[src/rtl/fetch_pkg.sv]
// fetch_pkg: shared defaults and types for the instruction-fetch stage.
//   PC_W / INSTR_W / DEPTH / HALT_INSTR : default geometry and halt encoding
//   fetch_entry_t                        : one prefetch-queue entry {pc, instr}
//   CNT_W                                : width of a queue occupancy count
package fetch_pkg;
    localparam int PC_W    = 8;
    localparam int INSTR_W = 9;
    localparam int DEPTH   = 4;
    localparam logic [INSTR_W-1:0] HALT_INSTR = 9'h1FF;
    localparam int CNT_W   = $clog2(DEPTH) + 1;

    typedef struct packed {
        logic [PC_W-1:0]    pc;
        logic [INSTR_W-1:0] instr;
    } fetch_entry_t;
endpackage

[src/rtl/fetch_fifo.sv]
// fetch_fifo: small synchronous prefetch queue with first-word-fall-through head.
//   CLK, reset_n : clock and asynchronous active-low reset
//   push/push_data : write one entry (ignored when full without a same-cycle pop)
//   pop            : drop the head (ignored when empty)
//   flush          : empty the queue; wins over push/pop
//   head, count    : current head entry (combinational) and occupancy
module fetch_fifo #(
    parameter int DW    = 17,
    parameter int DEPTH = 4
) (
    input  logic                     CLK,
    input  logic                     reset_n,
    input  logic                     push,
    input  logic [DW-1:0]            push_data,
    input  logic                     pop,
    input  logic                     flush,
    output logic [DW-1:0]            head,
    output logic [$clog2(DEPTH):0]   count
);
    import fetch_pkg::*;

    localparam int AW = $clog2(DEPTH);

    logic [DW-1:0] r_mem [DEPTH];
    logic [AW-1:0] r_rd_ptr;
    logic [AW-1:0] r_wr_ptr;
    logic [AW:0]   r_count;
    logic          w_pop;
    logic          w_push;

    assign w_pop  = pop && (r_count != '0) && !flush;
    // A full queue can still accept a word when the head leaves in the same cycle.
    assign w_push = push && !flush && ((r_count != (AW+1)'(DEPTH)) || w_pop);

    always_ff @(posedge CLK) begin
        if (w_push) begin
            r_mem[r_wr_ptr] <= push_data;
        end
    end

    always_ff @(posedge CLK or negedge reset_n) begin
        if (!reset_n) begin
            r_rd_ptr <= '0;
            r_wr_ptr <= '0;
            r_count  <= '0;
        end else if (flush) begin
            r_rd_ptr <= '0;
            r_wr_ptr <= '0;
            r_count  <= '0;
        end else begin
            if (w_push) r_wr_ptr <= r_wr_ptr + AW'(1);
            if (w_pop)  r_rd_ptr <= r_rd_ptr + AW'(1);
            case ({w_push, w_pop})
                2'b10:   r_count <= r_count + (AW+1)'(1);
                2'b01:   r_count <= r_count - (AW+1)'(1);
                default: r_count <= r_count;
            endcase
        end
    end

    assign head  = r_mem[r_rd_ptr];
    assign count = r_count;
endmodule

[src/rtl/fetch_unit.sv]
// fetch_unit: instruction-fetch stage between the instruction ROM and decode.
//   CLK, reset_n, start          : clock, async active-low reset, sync init
//   imem_req/imem_addr/imem_data : synchronous ROM port (data one cycle after req)
//   instr/instr_pc/instr_valid/instr_ready : valid/ready handshake to decode
//   redirect_en/redirect_target  : taken branch/jump, flushes the queue
//   halt, cycle_ct               : sticky done flag and saturating cycle counter
module fetch_unit #(
    parameter int PC_W    = fetch_pkg::PC_W,
    parameter int INSTR_W = fetch_pkg::INSTR_W,
    parameter int DEPTH   = fetch_pkg::DEPTH,
    parameter int CT_W    = 16,
    parameter logic [PC_W-1:0]    RESET_PC   = '0,
    parameter logic [INSTR_W-1:0] HALT_INSTR = fetch_pkg::HALT_INSTR
) (
    input  logic               CLK,
    input  logic               reset_n,
    input  logic               start,
    output logic               imem_req,
    output logic [PC_W-1:0]    imem_addr,
    input  logic [INSTR_W-1:0] imem_data,
    output logic [INSTR_W-1:0] instr,
    output logic [PC_W-1:0]    instr_pc,
    output logic               instr_valid,
    input  logic               instr_ready,
    input  logic               redirect_en,
    input  logic [PC_W-1:0]    redirect_target,
    output logic               halt,
    output logic [CT_W-1:0]    cycle_ct
);
    import fetch_pkg::*;

    localparam int QCW = $clog2(DEPTH) + 1;

    logic [PC_W-1:0] r_fetch_pc;
    logic [PC_W-1:0] r_inflight_pc;
    logic            r_inflight;
    logic            r_req_epoch;
    logic            r_epoch;
    logic            r_stopped;
    logic            r_halt;
    logic [CT_W-1:0] r_cycle_ct;

    logic [QCW-1:0]          w_count;
    logic [QCW-1:0]          w_occ;
    logic [PC_W+INSTR_W-1:0] w_head;
    logic                    w_resp;
    logic                    w_accept;
    logic                    w_halt_accept;
    logic                    w_redirect;
    logic                    w_push;
    logic                    w_flush;

    // Credit: queued words plus the outstanding one never exceed DEPTH.
    assign w_occ     = w_count + QCW'(r_inflight);
    assign imem_req  = reset_n && !start && !r_stopped && !r_halt && (w_occ < QCW'(DEPTH));
    assign imem_addr = r_fetch_pc;

    // A response tagged with an older epoch was issued before a redirect: drop it.
    assign w_resp        = r_inflight && (r_req_epoch == r_epoch);
    assign w_accept      = instr_valid && instr_ready;
    assign w_halt_accept = w_accept && (instr == HALT_INSTR);
    assign w_redirect    = redirect_en && !r_halt && !w_halt_accept;
    assign w_push        = w_resp && !w_redirect;
    assign w_flush       = w_redirect || start;

    fetch_fifo #(
        .DW    (PC_W + INSTR_W),
        .DEPTH (DEPTH)
    ) u_fifo (
        .CLK       (CLK),
        .reset_n   (reset_n),
        .push      (w_push),
        .push_data ({r_inflight_pc, imem_data}),
        .pop       (w_accept),
        .flush     (w_flush),
        .head      (w_head),
        .count     (w_count)
    );

    assign {instr_pc, instr} = w_head;
    assign instr_valid       = !r_halt && (w_count != '0);
    assign halt              = r_halt;
    assign cycle_ct          = r_cycle_ct;

    always_ff @(posedge CLK or negedge reset_n) begin
        if (!reset_n) begin
            r_fetch_pc    <= RESET_PC;
            r_inflight_pc <= '0;
            r_inflight    <= 1'b0;
            r_req_epoch   <= 1'b0;
            r_epoch       <= 1'b0;
            r_stopped     <= 1'b0;
            r_halt        <= 1'b0;
            r_cycle_ct    <= '0;
        end else if (start) begin
            r_fetch_pc    <= RESET_PC;
            r_inflight_pc <= '0;
            r_inflight    <= 1'b0;
            r_req_epoch   <= 1'b0;
            r_epoch       <= 1'b0;
            r_stopped     <= 1'b0;
            r_halt        <= 1'b0;
            r_cycle_ct    <= '0;
        end else begin
            if (!r_halt && (r_cycle_ct != {CT_W{1'b1}})) begin
                r_cycle_ct <= r_cycle_ct + CT_W'(1);
            end
            if (w_halt_accept) begin
                r_halt <= 1'b1;
            end
            r_inflight <= imem_req;
            if (imem_req) begin
                r_inflight_pc <= r_fetch_pc;
                // Tag with the epoch before any same-cycle flip so it gets squashed.
                r_req_epoch   <= r_epoch;
            end
            if (w_redirect) begin
                r_epoch    <= ~r_epoch;
                r_fetch_pc <= redirect_target;
                r_stopped  <= 1'b0;
            end else begin
                if (imem_req) begin
                    r_fetch_pc <= r_fetch_pc + PC_W'(1);
                end
                if (w_push && (imem_data == HALT_INSTR)) begin
                    r_stopped <= 1'b1;
                end
            end
        end
    end
endmodule

[config.mk]
export PLATFORM = sky130hd
export DESIGN_NAME = fetch_unit
export DESIGN_NICKNAME = d
export VERILOG_FILES = /design/src/rtl/fetch_pkg.sv /design/src/rtl/fetch_fifo.sv /design/src/rtl/fetch_unit.sv
export SDC_FILE = /design/constraint.sdc
export NUM_CORES = 1
export LEC_CHECK = 0
export BUFFER_PORTS_ARGS = -buffer_cell sky130_fd_sc_hd__buf_2
export CAP_MARGIN = 20
export CELL_PAD_IN_SITES_DETAIL_PLACEMENT = 0
export CELL_PAD_IN_SITES_GLOBAL_PLACEMENT = 2
export CORE_UTILIZATION = 35
export DETAILED_ROUTE_END_ITERATION = 10
export GPL_TIMING_DRIVEN = 0
export PLACE_DENSITY = 0.7
export SKIP_LAST_GASP = 1
export SLEW_MARGIN = 20
export SYNTH_ARGS = -nofsm -noshare
export SYNTH_HDL_FRONTEND = slang
export SYNTH_SLANG_ARGS = --single-unit
[constraint.sdc]
create_clock -name CLK -period 4.4 [get_ports CLK]
set_input_delay 0 -clock CLK [delete_from_list [all_inputs] [get_ports CLK]]
set_output_delay 0 -clock CLK [all_outputs]
set_load 0.1 [all_outputs]
=== Word-level counts from Yosys, hierarchy flattened ===
Memory sizes are Yosys's and may differ from the RTL's.
Index checks and enable logic that the tools add are counted.

* Register bits after elaboration: 44
* Bits in latches: 0
* RAM bits: 68
* ROM bits: 0
* Bits of input ports: 22
* Output and inout port bits: 44
* Logic and storage cells: 88
* Memories kept: 1

* Add/sub/neg operators: 7
* $mul: 0
* Divide/modulo/power cells: 0
* Magnitude comparators: 1
* Equal/unequal tests: 7
* Shift-type cells: 0
* Mux-type cells: 25
* Bitwise logic cells: 1
* Reduce and logical (&&, ||, !) cells: 35

{| class="wikitable"
|+ Memories
! name !! words !! width !! rd ports !! clocked after Yosys merged registers in !! write ports !! RTL line !! source
|-
| u_fifo.r_mem || 4 || 17 || 1 || 0 || 1 || fetch_fifo.sv:24 || <nowiki>logic [DW-1:0] r_mem [DEPTH];</nowiki>
|}

{| class="wikitable"
|+ Operators by type and width
! cell !! count
|-
| $mux 8 || 5
|-
| $mux 16 || 2
|-
| $eq 9x9->1 const B || 2
|-
| $logic_and 1x1->1 || 17
|-
| $add 16x1->16 const B || 1
|-
| $ne 16x16->1 const B || 1
|-
| $mux 1 || 12
|-
| $reduce_bool 2->1 || 6
|-
| $reduce_bool 3->1 || 4
|-
| $add 8x1->8 const B || 1
|-
| $mux 2 || 4
|-
| $logic_not 1->1 || 6
|-
| $pmux 3 s2 || 1
|-
| $add 2x1->2 const B || 2
|-
| $add 3x1->3 || 1
|-
| $add 3x1->3 const B || 1
|-
| $lt 3x3->1 const B || 1
|-
| $mux 3 || 1
|-
| $ne 3x3->1 const B || 1
|-
| $sub 3x1->3 const B || 1
|-
| $eq 2x1->1 const B || 1
|-
| $eq 2x2->1 const B || 1
|-
| $logic_or 1x1->1 || 2
|-
| $eq 1x1->1 || 1
|-
| $not 1->1 || 1
|}

=== Logic depth before layout (Yosys ltp) ===
* Depth in word-level cells: 14
* Gate-level depth with buffers: 13
* Depth with buffers taken out: 10

=== By module ===
From an unflattened synthesis, not the netlist that was laid out.

* Cells, all modules: 359
* Area total of the unflattened synthesis: 4946.0 µm²

{| class="wikitable"
|+ Modules (own cells, without submodules)
! module !! times used !! cells an instance !! area each (µm²) !! seq. area each (µm²)
|-
| fetch_fifo || 1 || 135 || 2935.3 || 2217.1
|-
| fetch_unit || 1 || 224 || 2010.7 || 925.9
|}

=== Worst setup path before layout ===
No wires, ideal clock.

* Kind: flip-flop to flip-flop
* From: register u_fifo.r_rd_ptr[0]
* To: register u_fifo.r_count[2], in the netlist u_fifo.count[2]
* Setup time: 0.120 ns
* Arrival time: 2.886 ns
* Required time: 4.280 ns
* Slack: 1.394 ns
* Stages on the path, launching flop included: 13
* Buffers on the path: 2
* Period minus slack after synthesis: 3.006 ns
* Path through: dfrtp_1 buf_6 mux4_2 nand4_1 o31ai_4 nand2b_1 buf_2 nor2_1 fa_1 a2111oi_0 a31oi_1 xnor2_1 nor2_1

* Cells in the longest elaborated chain, start to end: 13
* Elaborated cells on any way between the ends: 18
* Classes of those cells: eq/ne (3); mux (2); reduce/logical (12); memory (1)

{| class="wikitable"
|+ Ends and longest elaborated chain
! what !! RTL line !! source
|-
| from (decl) || fetch_fifo.sv:25 || <nowiki>logic [AW-1:0] r_rd_ptr;</nowiki>
|-
| from (signal assigned) || fetch_fifo.sv:52 || <nowiki>if (w_pop) r_rd_ptr <= r_rd_ptr + AW'(1);</nowiki>
|-
| $mem_v2 4x17 * || -- ||
|-
| via instr[2] || fetch_unit.sv:21 || <nowiki>output logic [INSTR_W-1:0] instr,</nowiki>
|-
| $eq 9x9->1 * || fetch_unit.sv:61 || <nowiki>assign w_halt_accept = w_accept && (instr == HALT_INSTR);</nowiki>
|-
| $logic_and 1x1->1 * || fetch_unit.sv:61 ||
|-
| $logic_not 1->1 * || fetch_unit.sv:62 || <nowiki>assign w_redirect = redirect_en && !r_halt && !w_halt_accept;</nowiki>
|-
| $logic_and 1x1->1 * || fetch_unit.sv:62 ||
|-
| $logic_or 1x1->1 || fetch_unit.sv:64 || <nowiki>assign w_flush = w_redirect || start;</nowiki>
|-
| $logic_not 1->1 || fetch_fifo.sv:31, fetch_fifo.sv:33 ||
|-
| $logic_and 1x1->1 || fetch_fifo.sv:31 || <nowiki>assign w_pop = pop && (r_count != '0) && !flush;</nowiki>
|-
| $logic_or 1x1->1 || fetch_fifo.sv:33 || <nowiki>assign w_push = push && !flush && ((r_count != (AW+1)'(DEPTH)) || w_pop);</nowiki>
|-
| $logic_and 1x1->1 || fetch_fifo.sv:33 ||
|-
| $eq 2x1->1 / $eq 2x2->1 (equally long branches) || fetch_fifo.sv:53 || <nowiki>case ({w_push, w_pop})</nowiki>
|-
| $pmux 3 s2 || fetch_fifo.sv:53 ||
|-
| $mux 3 || fetch_fifo.sv:46 || <nowiki>end else if (flush) begin</nowiki>
|-
| to (signal assigned) || fetch_fifo.sv:54 || <nowiki>2'b10: r_count <= r_count + (AW+1)'(1);</nowiki>
|-
| to (signal assigned) || fetch_fifo.sv:55 || <nowiki>2'b01: r_count <= r_count - (AW+1)'(1);</nowiki>
|-
| to (signal assigned) || fetch_fifo.sv:56 || <nowiki>default: r_count <= r_count;</nowiki>
|-
| to (decl) || fetch_fifo.sv:27 || <nowiki>logic [AW:0] r_count;</nowiki>
|}

The timed path passes the listed nets; every way through them passes the cells marked *.
A chain may end at the register's enable or synchronous reset.

=== Worst setup path in the final report ===
* From: register u_fifo.r_rd_ptr[1]
* To: memory u_fifo.r_mem[0][5] (enable)

* Cells in the longest elaborated chain, start to end: 12
* Elaborated cells on any way between the ends: 15
* Classes of those cells: eq/ne (1); mux (2); reduce/logical (11); memory (1)

{| class="wikitable"
|+ Ends and longest elaborated chain
! what !! RTL line !! source
|-
| $mem_v2 4x17 * || -- ||
|-
| $eq 9x9->1 * || fetch_unit.sv:61 ||
|-
| $logic_and 1x1->1 * || fetch_unit.sv:61 ||
|-
| $logic_not 1->1 * || fetch_unit.sv:62 ||
|-
| $logic_and 1x1->1 * || fetch_unit.sv:62 ||
|-
| $logic_or 1x1->1 || fetch_unit.sv:64 ||
|-
| $logic_not 1->1 || fetch_fifo.sv:31, fetch_fifo.sv:33 ||
|-
| $logic_and 1x1->1 || fetch_fifo.sv:31 ||
|-
| $logic_or 1x1->1 || fetch_fifo.sv:33 ||
|-
| $logic_and 1x1->1 * || fetch_fifo.sv:33 ||
|-
| $mux 1 * || fetch_fifo.sv:36 || <nowiki>if (w_push) begin</nowiki>
|-
| $mux 1 (not written as such) * || fetch_fifo.sv:37 || <nowiki>r_mem[r_wr_ptr] <= push_data;</nowiki>
|-
| to (decl) || fetch_fifo.sv:24 ||
|}

Mark *: on every way between the ends. The rest lies on a longest branch, timed or not.

==> qor.csv <==
stage,metric,value,unit
logic_synthesis,Syn Std Cell Area,4940,sq um
routing,drt total wl,10.1,mm
place,Port-buffer cells,65,
timing,Min Hold Slack,0.132,ns
worst_setup_path,CP Capture Type,register,
floorplan,num rows,43,
worst_setup_path,CP arrival,3.02,ns
routing,Initial DRC Count,206,
worst_setup_path,CP Data Required Time,4.37,ns
logic_synthesis,multiplexer share of the synthesized area,0.0856,
logic_synthesis,sequential area share after synthesis,0.636,
worst_setup_path,Startpoint Class,register,
global_routing,initial antenna violation count,0,
routing,routed len/inst,16.2,um
worst_setup_path,"Largest stage delay, worst path",0.81,ns
clocking,CTS root buffer,clkbuf_16,
worst_setup_path,most frequent CP cell,buf_4,
final_layout,fill count,1283,
pwr,Comb power frac,0.107,
final_layout,final net count,466,
clocking,worst-skew pair later-pin latency,0.35,ns
routing,Vias/cell,4.89,
clocking,Num CTS Buffers,9,
timing,final setup fails,0,
final_layout,fin area,5950,sq um
run,max-cap viol count,0,
clocking,"Clk pin slew, worst setup/hold paths",0.07,ns
pwr,Pwr Total,2.15,mW
worst_setup_path,critical-path cell list,"buf_4, buf_4, mux4_2, nand4_1, o31a_1, nor3b_2, and2_1",
run_status,status,"complete, no violations",
pwr,switching portion of total power,0.263,
routing,DRC violations left,0,
place,placed cells,588,
floorplan,Initial Utilization,0.357,
place,DP Area,5490,sq um
logic_synthesis,cell count after synthesis,343,
timing,clock skew,0.00684,ns
logic_synthesis,#FFs+latches synth,112,
worst_setup_path,CP Class,reg -> reg,
worst_setup_path,"CP delay by family, top",simple AND/OR/NAND/NOR gates,
routing,routed vias,3041,
clocking,clock buffer depth,2,
pwr,Power Density,362,nW/um^2
timing,worst-case headroom to the max-slew limit,0.352,
timing,period utilization,0.694,
logic_synthesis,"Avg Cell Area, Syn",14.4,sq um
timing,final hold viol count,0,
pwr,fraction of power consumed by sequential logic,0.538,
logic_synthesis,Syn. warnings,0,
final_layout,diode count,0,
timing,worst-margin pin slew,0.972,ns
worst_setup_path,CP bufs+invs,2,
pwr,static leakage,2.20,nW
floorplan,core box area,13800,sq um
global_routing,total grt overflow,0,
logic_synthesis,xor/xnor share of the synthesized area,0.0496,
global_routing,vias in the first global route,2981,
final_layout,share of layout cells above drive strength 1,0.262,
global_routing,total track usage,0.149,
final_layout,synth-to-layout area growth,20.5,%
logic_synthesis,"Net Count, Synth",372,
global_routing,largest net degree at the start of global routing,47,
clocking,sinks on the clock net,112,
floorplan,Die Span Y,121,um
floorplan,Top Ports,66,
clocking,TritonCTS clock tree,done,
place,HPWL Detailed,6.97,mm
pwr,clock share of power,0.355,
logic_synthesis,Synth cell types,46,
final_layout,final cell count without fillers,622,
global_routing,first-pass GRT wire length,16.2,mm
timing,fmax,328,MHz
pwr,worst vdd ir,0.000140,V
logic_synthesis,Synth Area in Compound Gates,0.0659,
timing,Setup TNS,0,ns
hold_path,Hold WC Path Type,in -> reg,
pwr,Int Pwr,1.59,mW
floorplan,die area,14600,sq um
clocking,H-tree levels,3,
worst_setup_path,critical path peak fanout,17,
routing,final antenna-violating net count,0,
final_layout,most frequent cells in the layout,"buf_2, edfxtp_1, dfrtp_1, nor2_1, xnor2_1",
timing,RSZ-0062 raised after global routing,false,
clocking,Post-CTS Resized,0,
worst_setup_path,CP max stage cell,and2_1,
routing,DR pass1 iterations,4,
logic_synthesis,largest family of logic cells by synthesized area,simple AND/OR/NAND/NOR gates,
logic_synthesis,simple-gate share of the synthesized area,0.120,
floorplan,die width,121,um
timing,Final min period,3.05,ns
logic_synthesis,Synth Area in Adders,0.0193,
timing,fin. max-slew vios,0,
place,gpl congestion,0.721,
pwr,Psw,0.567,mW
-- layout make-up --
class / count / area [sq um] / share of cell area
flip-flops and latches: 112 / 3140 / 0.528
multi-input cells: 209 / 1680 / 0.283
repair buffers: 83 / 508 / 0.0853
clock buffers: 9 / 225 / 0.0378
well taps: 180 / 225 / 0.0378
plain buffers: 16 / 91.3 / 0.0153
clock inverters: 7 / 53.8 / 0.00904
inverters: 6 / 22.5 / 0.00378
-- logic make-up (layout without fill, tap and decap cells) --
family,count (synthesis),in the layout
AND/OR/NAND/NOR,113,113
flip-flops,112,112
AO/OA/AOI/OAI,40,40
XOR/XNOR,28,28
buffers and inverters,22,121
multiplexers,21,21
adder cells (fa/ha/maj),7,7
-- worst min-delay path, delay by kind of cell --
family / cells / cell delay, ns
buffers and inverters: 1 / 0.11
and+or+nand+nor: 3 / 0.20
xor gates and xnor gates: 1 / 0.14
-- routing by layer --
layer	wire, um	global-route usage	vias to the layer above	share of wire
li1	-	-	1473	-
met1	4800	0.200	1500	0.47
met2	4780	0.235	60	0.47
met3	409	0.0368	8	0.040
met4	112	0.0502	0	0.011
met5	0	0	-	0
-- flip-flops by register name (all words and copies together), names as in the netlist, 2 cells and up --
signal,cells
u_fifo.r_mem,68
r_inflight_pc,8
u_fifo.r_wr_ptr,2
imem_addr,8
u_fifo.count,3
cycle_ct,16
u_fifo.r_rd_ptr,2
-- Yosys cell counts (all sizes together) --
library cell	number	area, sq um
dfrtp	44	1100
a21bo	1	10.0
a31o	1	8.76
o311a	1	10.0
a2111oi	5	66.3
mux2i	4	40.0
mux4	17	383
or4b	1	10.0
and3	2	12.5
nand3b	2	15.0
and2	5	31.3
xor2	8	70.1
buf	9	65.1
clkbuf	7	26.3
or2	1	6.26
nor2b	2	12.5
edfxtp	68	2040
a31oi	2	12.5
o31a	2	17.5
o21ai	10	50.0
and4	4	35.0
a41oi	1	8.76
ha	6	75.1
o31ai	1	21.3
nor4	2	18.8
nor3	5	25.0
a211oi	12	100
nand2	17	63.8
a21oi	4	20.0
nor4b	1	8.76
inv	6	22.5
nand3	12	60.1
fa	1	20.0
nand2b	11	68.8
nor2	38	143
xnor2	20	175
nand4	9	71.3
nor3b	1	12.5
-- final timing paths --
check | startpoint | endpoint | slack, ns | cells past startpoint
worst max-delay path | u_fifo.r_rd_ptr[1] | u_fifo.r_mem[0][5] | 1.35 | 7
worst min-delay path | instr_ready | u_fifo.r_rd_ptr[0] | 0.13 | 5
worst max register to register | u_fifo.r_rd_ptr[1] | u_fifo.r_mem[0][5] | 1.35 | 7
worst min register to register | r_inflight_pc[5] | u_fifo.r_mem[1][14] | 0.53 | 0
max in group asynchronous | reset_n | r_inflight_pc[4] | 3.79 | 2
min in group asynchronous | reset_n | cycle_ct[3] | 0.20 | 2
-- power groups by stage --
stage          clock, mW  sequential [mW]  combinational [mW]
2_1_floorplan          0             1.23               0.110
3_3_place_gp           0             1.18               0.220
3_5_place_dp           0             1.18               0.221
4_1_cts            0.793             1.16               0.234
5_1_grt            0.828             1.16               0.246
6_report           0.765             1.16               0.230
-- per-stage QoR --
step,worst slack (ns),utilization
finish,1.35,0.430
global placement,1.33,0.397
global route,1.17,0.430
detailed placement,1.30,0.397
CTS,1.15,0.430
floorplan,1.39,-
-- timing repair --
action | in CTS | in global routing
setup buffers | 0 | 0
hold endpoints to repair | 89 | 0
hold buffers | 18 | 0
No activity file was read; power rests on OpenSTA's default activity.
